`src/rtl/buffer_frame_reader_pkg.sv`:
```
`default_nettype none
// ============================================================================
//  Module      : frame_reader_pkg
//  Description : Shared types and constants for the buffer frame reader.
//                - frame_state_e : reader FSM states
//                - frame_tag_t   : per-sample frame markers held in the FIFO
//                - OVERRUN_CNT_W : width of the optional overrun counter
//  Revision    : 1.0 - initial release
// ============================================================================
package frame_reader_pkg;

    localparam int OVERRUN_CNT_W = 16;

    typedef enum logic [1:0] {
        IDLE  = 2'd0,
        READ  = 2'd1,
        DRAIN = 2'd2
    } frame_state_e;

    // Marker half of a FIFO entry. The data word is concatenated in front of
    // it by the reader, because a package type cannot follow the reader's
    // DATA_WIDTH parameter.
    typedef struct packed {
        logic first;
        logic last;
    } frame_tag_t;

    // Width of a counter/pointer that must hold values 0..n-1, never 0 bits.
    function automatic int unsigned idx_width(input int unsigned n);
        return (n > 1) ? $clog2(n) : 1;
    endfunction

endpackage : frame_reader_pkg
`default_nettype wire

```
`src/rtl/buffer_frame_reader_sync_fifo.sv`:
```
`default_nettype none
// ============================================================================
//  Module      : sync_fifo
//  Description : Single-clock FIFO with registered occupancy count.
//                A push into a full FIFO is accepted only when a pop happens
//                in the same cycle; a pop of an empty FIFO is ignored.
//  Ports       : clk, rst (sync, active-high), i_push/i_data, i_pop/o_data,
//                o_full, o_empty, o_count
//  Revision    : 1.0 - initial release
// ============================================================================
module sync_fifo
    import frame_reader_pkg::*;
#(
    parameter int DEPTH = 2,
    parameter int WIDTH = 8
) (
    input  logic                       clk,
    input  logic                       rst,
    input  logic                       i_push,
    input  logic [WIDTH-1:0]           i_data,
    input  logic                       i_pop,
    output logic [WIDTH-1:0]           o_data,
    output logic                       o_full,
    output logic                       o_empty,
    output logic [$clog2(DEPTH+1)-1:0] o_count
);

    localparam int c_PTR_W = idx_width(DEPTH);
    localparam int c_CNT_W = $clog2(DEPTH + 1);

    logic [WIDTH-1:0]   r_mem [DEPTH];
    logic [c_PTR_W-1:0] r_wr_ptr;
    logic [c_PTR_W-1:0] r_rd_ptr;
    logic [c_CNT_W-1:0] r_count;
    logic               w_do_push;
    logic               w_do_pop;

    function automatic logic [c_PTR_W-1:0] ptr_inc(input logic [c_PTR_W-1:0] p);
        return (p == c_PTR_W'(DEPTH - 1)) ? '0 : p + c_PTR_W'(1);
    endfunction

    assign o_empty   = (r_count == '0);
    assign o_full    = (r_count == c_CNT_W'(DEPTH));
    assign o_count   = r_count;
    assign o_data    = r_mem[r_rd_ptr];
    assign w_do_pop  = i_pop && !o_empty;
    assign w_do_push = i_push && (!o_full || w_do_pop);

    // Storage carries no reset; validity is tracked by the count alone.
    always_ff @(posedge clk) begin
        if (w_do_push) begin
            r_mem[r_wr_ptr] <= i_data;
        end
    end

    always_ff @(posedge clk) begin
        if (rst) begin
            r_wr_ptr <= '0;
            r_rd_ptr <= '0;
            r_count  <= '0;
        end else begin
            if (w_do_push) begin
                r_wr_ptr <= ptr_inc(r_wr_ptr);
            end
            if (w_do_pop) begin
                r_rd_ptr <= ptr_inc(r_rd_ptr);
            end
            r_count <= r_count + c_CNT_W'(w_do_push) - c_CNT_W'(w_do_pop);
        end
    end

endmodule : sync_fifo
`default_nettype wire

```
`src/rtl/buffer_frame_reader.sv`:
```
`default_nettype none
// ============================================================================
//  Module      : buffer_frame_reader
//  Description : Reads a full ping-pong RAM buffer (addresses
//                0..SAMPLES_PER_BUF-1, 1-cycle read latency) on every
//                buffer-ready pulse and streams it on a valid/ready output
//                with first/last markers. A credit-controlled FIFO absorbs
//                RAM latency and back-pressure; a ready pulse arriving while a
//                frame is in progress is dropped and flagged on overrun_o.
//  Ports       : clk_i, rst_i (sync, active-high)
//                buf_ready_pulse_i / buf_ready_id_i   : frame trigger
//                rd_addr_o, rd_en_o, rd_data_i,
//                rd_data_valid_i                      : RAM read port
//                out_valid_o, out_ready_i, out_data_o,
//                out_first_o, out_last_o, out_buf_id_o: sample stream
//                busy_o, overrun_o                    : status
//                overrun_count_o (optional)           : saturating count
//  Options     : define FRAME_READER_OVERRUN_CNT_EN to add overrun_count_o
//  Revision    : 1.0 - initial release
// ============================================================================
module buffer_frame_reader
    import frame_reader_pkg::*;
#(
    parameter int DATA_WIDTH      = 16,
    parameter int SAMPLES_PER_BUF = 256,
    parameter int ADDR_WIDTH      = (SAMPLES_PER_BUF > 1) ? $clog2(SAMPLES_PER_BUF) : 1,
    parameter int FIFO_DEPTH      = 2
) (
    input  logic                  clk_i,
    input  logic                  rst_i,
    input  logic                  buf_ready_pulse_i,
    input  logic                  buf_ready_id_i,
    output logic [ADDR_WIDTH-1:0] rd_addr_o,
    output logic                  rd_en_o,
    input  logic [DATA_WIDTH-1:0] rd_data_i,
    input  logic                  rd_data_valid_i,
    output logic                  out_valid_o,
    input  logic                  out_ready_i,
    output logic [DATA_WIDTH-1:0] out_data_o,
    output logic                  out_first_o,
    output logic                  out_last_o,
    output logic                  out_buf_id_o,
    output logic                  busy_o,
    output logic                  overrun_o
`ifdef FRAME_READER_OVERRUN_CNT_EN
    ,
    output logic [OVERRUN_CNT_W-1:0] overrun_count_o
`endif
);

    localparam int                  c_TAG_W     = $bits(frame_tag_t);
    localparam int                  c_ENTRY_W   = DATA_WIDTH + c_TAG_W;
    localparam int                  c_CNT_W     = $clog2(FIFO_DEPTH + 1);
    localparam int                  c_SUM_W     = c_CNT_W + 1;
    localparam logic [ADDR_WIDTH-1:0] c_LAST_ADDR = ADDR_WIDTH'(SAMPLES_PER_BUF - 1);

    frame_state_e          r_state,    w_state_nxt;
    logic [ADDR_WIDTH-1:0] r_addr,     w_addr_nxt;
    logic [ADDR_WIDTH-1:0] r_cap_idx,  w_cap_idx_nxt;
    logic [c_CNT_W-1:0]    r_inflight, w_inflight_nxt;
    logic                  r_buf_id,   w_buf_id_nxt;
    logic                  r_overrun,  w_overrun_nxt;

    logic                  w_rd_en;
    logic                  w_capture;
    logic                  w_pop;
    logic                  w_credit_ok;
    logic [c_SUM_W-1:0]    w_used;
    frame_tag_t            w_push_tag;
    frame_tag_t            w_head_tag;
    logic [DATA_WIDTH-1:0] w_head_data;
    logic [c_ENTRY_W-1:0]  w_fifo_din;
    logic [c_ENTRY_W-1:0]  w_fifo_dout;
    logic                  w_fifo_full;
    logic                  w_fifo_empty;
    logic [c_CNT_W-1:0]    w_fifo_count;

    // ------------------------------------------------------------------------
    // Output FIFO
    // ------------------------------------------------------------------------
    sync_fifo #(
        .DEPTH (FIFO_DEPTH),
        .WIDTH (c_ENTRY_W)
    ) u_fifo (
        .clk     (clk_i),
        .rst     (rst_i),
        .i_push  (w_capture),
        .i_data  (w_fifo_din),
        .i_pop   (w_pop),
        .o_data  (w_fifo_dout),
        .o_full  (w_fifo_full),
        .o_empty (w_fifo_empty),
        .o_count (w_fifo_count)
    );

    // Returned data only counts when a read is actually outstanding.
    assign w_capture        = rd_data_valid_i && (r_inflight != '0);
    assign w_push_tag.first = (r_cap_idx == '0);
    assign w_push_tag.last  = (r_cap_idx == c_LAST_ADDR);
    assign w_fifo_din       = {rd_data_i, w_push_tag};

    assign w_head_tag  = w_fifo_dout[c_TAG_W-1:0];
    assign w_head_data = w_fifo_dout[c_ENTRY_W-1 -: DATA_WIDTH];
    assign w_pop       = !w_fifo_empty && out_ready_i;

    // Slots committed after this cycle: entries held plus reads in flight,
    // less the entry leaving now. Counting the departing entry lets a
    // 2-entry FIFO sustain one sample per cycle under continuous ready.
    assign w_used      = c_SUM_W'(w_fifo_count) + c_SUM_W'(r_inflight) - c_SUM_W'(w_pop);
    assign w_credit_ok = (w_used < c_SUM_W'(FIFO_DEPTH));

    // ------------------------------------------------------------------------
    // FSM, address counter and credit logic
    // ------------------------------------------------------------------------
    always_comb begin
        w_state_nxt   = r_state;
        w_addr_nxt    = r_addr;
        w_buf_id_nxt  = r_buf_id;
        w_rd_en       = 1'b0;
        w_overrun_nxt = 1'b0;

        case (r_state)
            IDLE: begin
                if (buf_ready_pulse_i) begin
                    w_buf_id_nxt = buf_ready_id_i;
                    w_addr_nxt   = '0;
                    w_state_nxt  = READ;
                end
            end
            READ: begin
                w_overrun_nxt = buf_ready_pulse_i;
                w_rd_en       = w_credit_ok;
                if (w_rd_en) begin
                    if (r_addr == c_LAST_ADDR) begin
                        w_addr_nxt  = '0;
                        w_state_nxt = DRAIN;
                    end else begin
                        w_addr_nxt = r_addr + ADDR_WIDTH'(1);
                    end
                end
            end
            DRAIN: begin
                // A pulse here is dropped even in the cycle the frame ends.
                w_overrun_nxt = buf_ready_pulse_i;
                if ((r_inflight == '0) && w_pop && w_head_tag.last) begin
                    w_state_nxt = IDLE;
                end
            end
            default: begin
                w_state_nxt = IDLE;
            end
        endcase
    end

    always_comb begin
        w_inflight_nxt = r_inflight + c_CNT_W'(w_rd_en) - c_CNT_W'(w_capture);
        w_cap_idx_nxt  = r_cap_idx;
        if (w_capture) begin
            w_cap_idx_nxt = (r_cap_idx == c_LAST_ADDR) ? '0 : r_cap_idx + ADDR_WIDTH'(1);
        end
    end

    always_ff @(posedge clk_i) begin
        if (rst_i) begin
            r_state    <= IDLE;
            r_addr     <= '0;
            r_cap_idx  <= '0;
            r_inflight <= '0;
            r_buf_id   <= 1'b0;
            r_overrun  <= 1'b0;
        end else begin
            r_state    <= w_state_nxt;
            r_addr     <= w_addr_nxt;
            r_cap_idx  <= w_cap_idx_nxt;
            r_inflight <= w_inflight_nxt;
            r_buf_id   <= w_buf_id_nxt;
            r_overrun  <= w_overrun_nxt;
        end
    end

    // ------------------------------------------------------------------------
    // Outputs (sample fields forced low while nothing is presented)
    // ------------------------------------------------------------------------
    assign rd_addr_o    = r_addr;
    assign rd_en_o      = w_rd_en;
    assign out_valid_o  = !w_fifo_empty;
    assign out_data_o   = w_fifo_empty ? '0 : w_head_data;
    assign out_first_o  = !w_fifo_empty && w_head_tag.first;
    assign out_last_o   = !w_fifo_empty && w_head_tag.last;
    assign out_buf_id_o = r_buf_id;
    assign busy_o       = (r_state != IDLE);
    assign overrun_o    = r_overrun;

`ifdef FRAME_READER_OVERRUN_CNT_EN
    logic [OVERRUN_CNT_W-1:0] r_overrun_cnt;

    // Counts alongside the pulse it reports, saturating at all-ones.
    always_ff @(posedge clk_i) begin
        if (rst_i) begin
            r_overrun_cnt <= '0;
        end else if (w_overrun_nxt && (r_overrun_cnt != '1)) begin
            r_overrun_cnt <= r_overrun_cnt + OVERRUN_CNT_W'(1);
        end
    end

    assign overrun_count_o = r_overrun_cnt;
`endif

`ifndef SYNTHESIS
    always_ff @(posedge clk_i) begin
        if (!rst_i) begin
            assert (!(rd_data_valid_i && (r_inflight == '0)))
                else $error("buffer_frame_reader: read data returned with no read outstanding");
            assert (!(w_capture && w_fifo_full && !w_pop))
                else $error("buffer_frame_reader: push into full output FIFO");
        end
    end
`endif

endmodule : buffer_frame_reader
`default_nettype wire
```
`config.mk`:
```
export PLATFORM = sky130hd
export DESIGN_NAME = buffer_frame_reader
export DESIGN_NICKNAME = d
export VERILOG_FILES = /design/src/rtl/buffer_frame_reader_pkg.sv /design/src/rtl/buffer_frame_reader_sync_fifo.sv /design/src/rtl/buffer_frame_reader.sv
export SDC_FILE = /design/constraint.sdc
export NUM_CORES = 1
export LEC_CHECK = 0
export BUFFER_PORTS_ARGS = -buffer_cell sky130_fd_sc_hd__buf_2
export CAP_MARGIN = 20
export CORE_MARGIN = 10
export CORE_UTILIZATION = 52
export CTS_BUF_LIST = sky130_fd_sc_hd__clkbuf_4 sky130_fd_sc_hd__clkbuf_8
export DETAILED_ROUTE_END_ITERATION = 8
export MAX_ROUTING_LAYER = met4
export PLACE_DENSITY_LB_ADDON = 0.25
export SYNTH_ARGS = -nofsm -noshare
export SYNTH_HDL_FRONTEND = slang
export SYNTH_SLANG_ARGS = --single-unit
```
`constraint.sdc`:
```
create_clock -name clk_i -period 2.5 [get_ports clk_i]
set_input_delay 0 -clock clk_i [delete_from_list [all_inputs] [get_ports clk_i]]
set_output_delay 0 -clock clk_i [all_outputs]
set_load 0.1 [all_outputs]
```
==> reports/metrics.cfg <==
[sta]
period_needed_ps=2410
tightest_slew_ps=688
slew_viol_final=0
fin_hold_ws_ps=54.9
skew_ps=4.56
rsz0062_at_grt=yes
timing.fmax_ghz=0.415
setup_viol=0
max_slew_margin=0.537
finalHoldViolCount=0
fin_crit_sh=0.963

[routing]
drc=0
post_drt_wl_per_cell_um=14.7
via_count=2175
dr.pass1.iters=4
vias_per_cell=5.19
routed_wirelength_um=6160
ant_nets=0
drtIter0Drc=96

[clock_tree]
numCtsBuffers=9
clock-root-buffer=clkbuf_8
htree_num_levels=3
clockBufferDepth=2
cts_tree=done
cts.sinks=63
cts.clk_slew.worst_paths_ps=70
insertion_delay_ps=330

[synthesis]
ys_seq_area_frac=0.567
yosysTopAreaCell=edfxtp_1
yosys_warnings=0
synth_top_area_share=0.378
syn_nets=292
syn_inst=256
synth_area_leaders=edfxtp_1 38%, dfxtp_1 19%, mux2i_1 6.6%
synth_cell_types=42
postSynthAreaPerCell_sq_um=11.2
ys_seq_elements=63
synthesis.area_sq_um=2860

[place]
placed_area_sq_um=3320
dp_hpwl_um=4170
place.gp.congestion=0.866
io_buffer_count=52
place_inst=383

[layout]
area.growth.synth_to_final_pct=33.7
stdcell_area_sq_um=3820
fin_cells=419
n_antenna_cell=0
final_nets=380
drive_above_1_share=0.275

[status]
outcome=complete, no violations

[grt]
grt_pass1_vias=2207
grt_max_degree=20
grt_overflow_total=0
grt_pass1_wl_um=10100
track_usage=0.145
antenna_found_initial=0

[floorplan]
die-area_sq_um=8870
start_util=0.550
chipWidth_um=94.2
core_area_sq_um=5200
ios=53
rows=26
die_h_um=94.2

[min_path]
min-delay-start=rst_i
min_path_type=in2reg

[job]
cap_violations=0

[critical_path]
rrSetupSlack_ps=90
cp-start-kind=register
rr_startpoint=u_fifo.o_count[0]
startpoint=u_fifo.o_count[0]
cp-end-kind=register
crit_arrival_ps=2610
crit_type=reg2reg
cp_data_required_time_ps=2710
critPathMaxFanout=4

==> per-layer routing <==
| layer | up-vias | part of all wire | track usage |
|---|---|---|---|
| met5 | - | 0 | - |
| met4 | 0 | 0.012 | 0.0494 |
| met3 | 9 | 0.059 | 0.0440 |
| met2 | 65 | 0.49 | 0.236 |
| met1 | 1024 | 0.44 | 0.166 |
| li1 | 1077 | - | - |
==> Yosys cell counts, drive strengths merged <==
master / count
edfxtp: 36
nor2: 33
dfxtp: 27
nand2: 22
inv: 20
mux2i: 19
ha: 13
a21oi: 11
o21ai: 8
nand3: 7
xnor2: 7
o31ai: 5
nor2b: 4
nor3: 4
xor2: 4
a311oi: 3
buf: 3
clkbuf: 3
nor4: 3
or3: 3
and2: 2
and3: 2
nand2b: 2
nand4: 2
o2bb2ai: 2
a2111oi: 1
a31oi: 1
and4: 1
fa: 1
nand3b: 1
nor3b: 1
o2111a: 1
o21a: 1
o221a: 1
o41a: 1
or2: 1
==> registers in the layout, indices dropped and copies added (netlist names), named ones only <==
name	cells
r_inflight	2
u_fifo.r_wr_ptr	1
r_state	2
u_fifo.r_mem	36
overrun_o	1
rd_addr_o	8
u_fifo.o_count	2
r_cap_idx	8
u_fifo.r_rd_ptr	1
out_buf_id_o	1
==> through the flow <==
stage	setup slack [ps]	setup TNS [ps]	util
after floorplan	-239	-394	-
after global routing	-18.4	-21.3	0.735
final	92.7	0	0.735
after global placement	65.5	0	0.638
after detailed placement	10.2	0	0.638
after CTS	15.6	0	0.730
==> final timing paths <==
kind / to / cells past startpoint
worst min register to register: r_state[0] / 2
worst max-delay path: r_inflight[1] / 12
worst min-delay path: register / 2
worst max register to register: r_inflight[1] / 12
==> layout by cell type, fill, tap and decap left out, drive strengths merged, types with 2 or more instances in the layout <==
master       instances
a311oi               3
dlygate4sd3         20
nand2b               2
nand4                2
nand3                7
edfxtp              36
nor2b                4
bufinv               4
buf                 63
o31ai                5
or3                  3
o2bb2ai              2
clkbuf              10
xor2                 4
clkinv               2
o21ai                8
mux2i               19
dfxtp               27
ha                  13
a21oi               11
nand2               22
xnor2                7
inv                 20
and3                 2
nor3                 4
and2                 2
nor4                 3
nor2                33
==> cells by family (layout without fill, tap and decap cells) <==
family	Yosys count	count (layout)	synth area share
AND/OR/NAND/NOR	88	88	0.150
flip-flops	63	63	0.567
AO/OA/AOI/OAI	35	35	0.0814
buffers and inverters	26	119	0.0372
multiplexers	19	19	0.0665
adder cells (fa/ha/maj)	14	14	0.0639
XOR/XNOR	11	11	0.0337
==> repair_timing <==
item	in CTS	in global routing
hold buffers	20	0
resized for setup	4	6
pin swaps	0	6
buffers inserted	0	0
endpoints found under the hold margin	34	0
endpoints found under the setup margin	5	11
==> layout make-up <==
type	instances	area, sq um
clock inverter	6	133
multi-input combinational	167	1210
tap	70	87.6
sequential	63	1620
fill	364	1380
inverter	20	75.1
timing repair buffer	83	558
clock buffer	10	131
==> critical path: stages (launching register included) <==
cell and delay (ps):
dfxtp_2 340, o21ai_2 150, inv_1 60, ha_1 270
nand2b_4 150, fa_2 370, xnor2_2 240, buf_4 170
nor2_4 50, ha_4 160, xnor2_2 120, xnor2_1 160
nor2_1 60
Power is not shown: default switching activity piles up to over one toggle a cycle in this logic, so the estimate is an artifact.
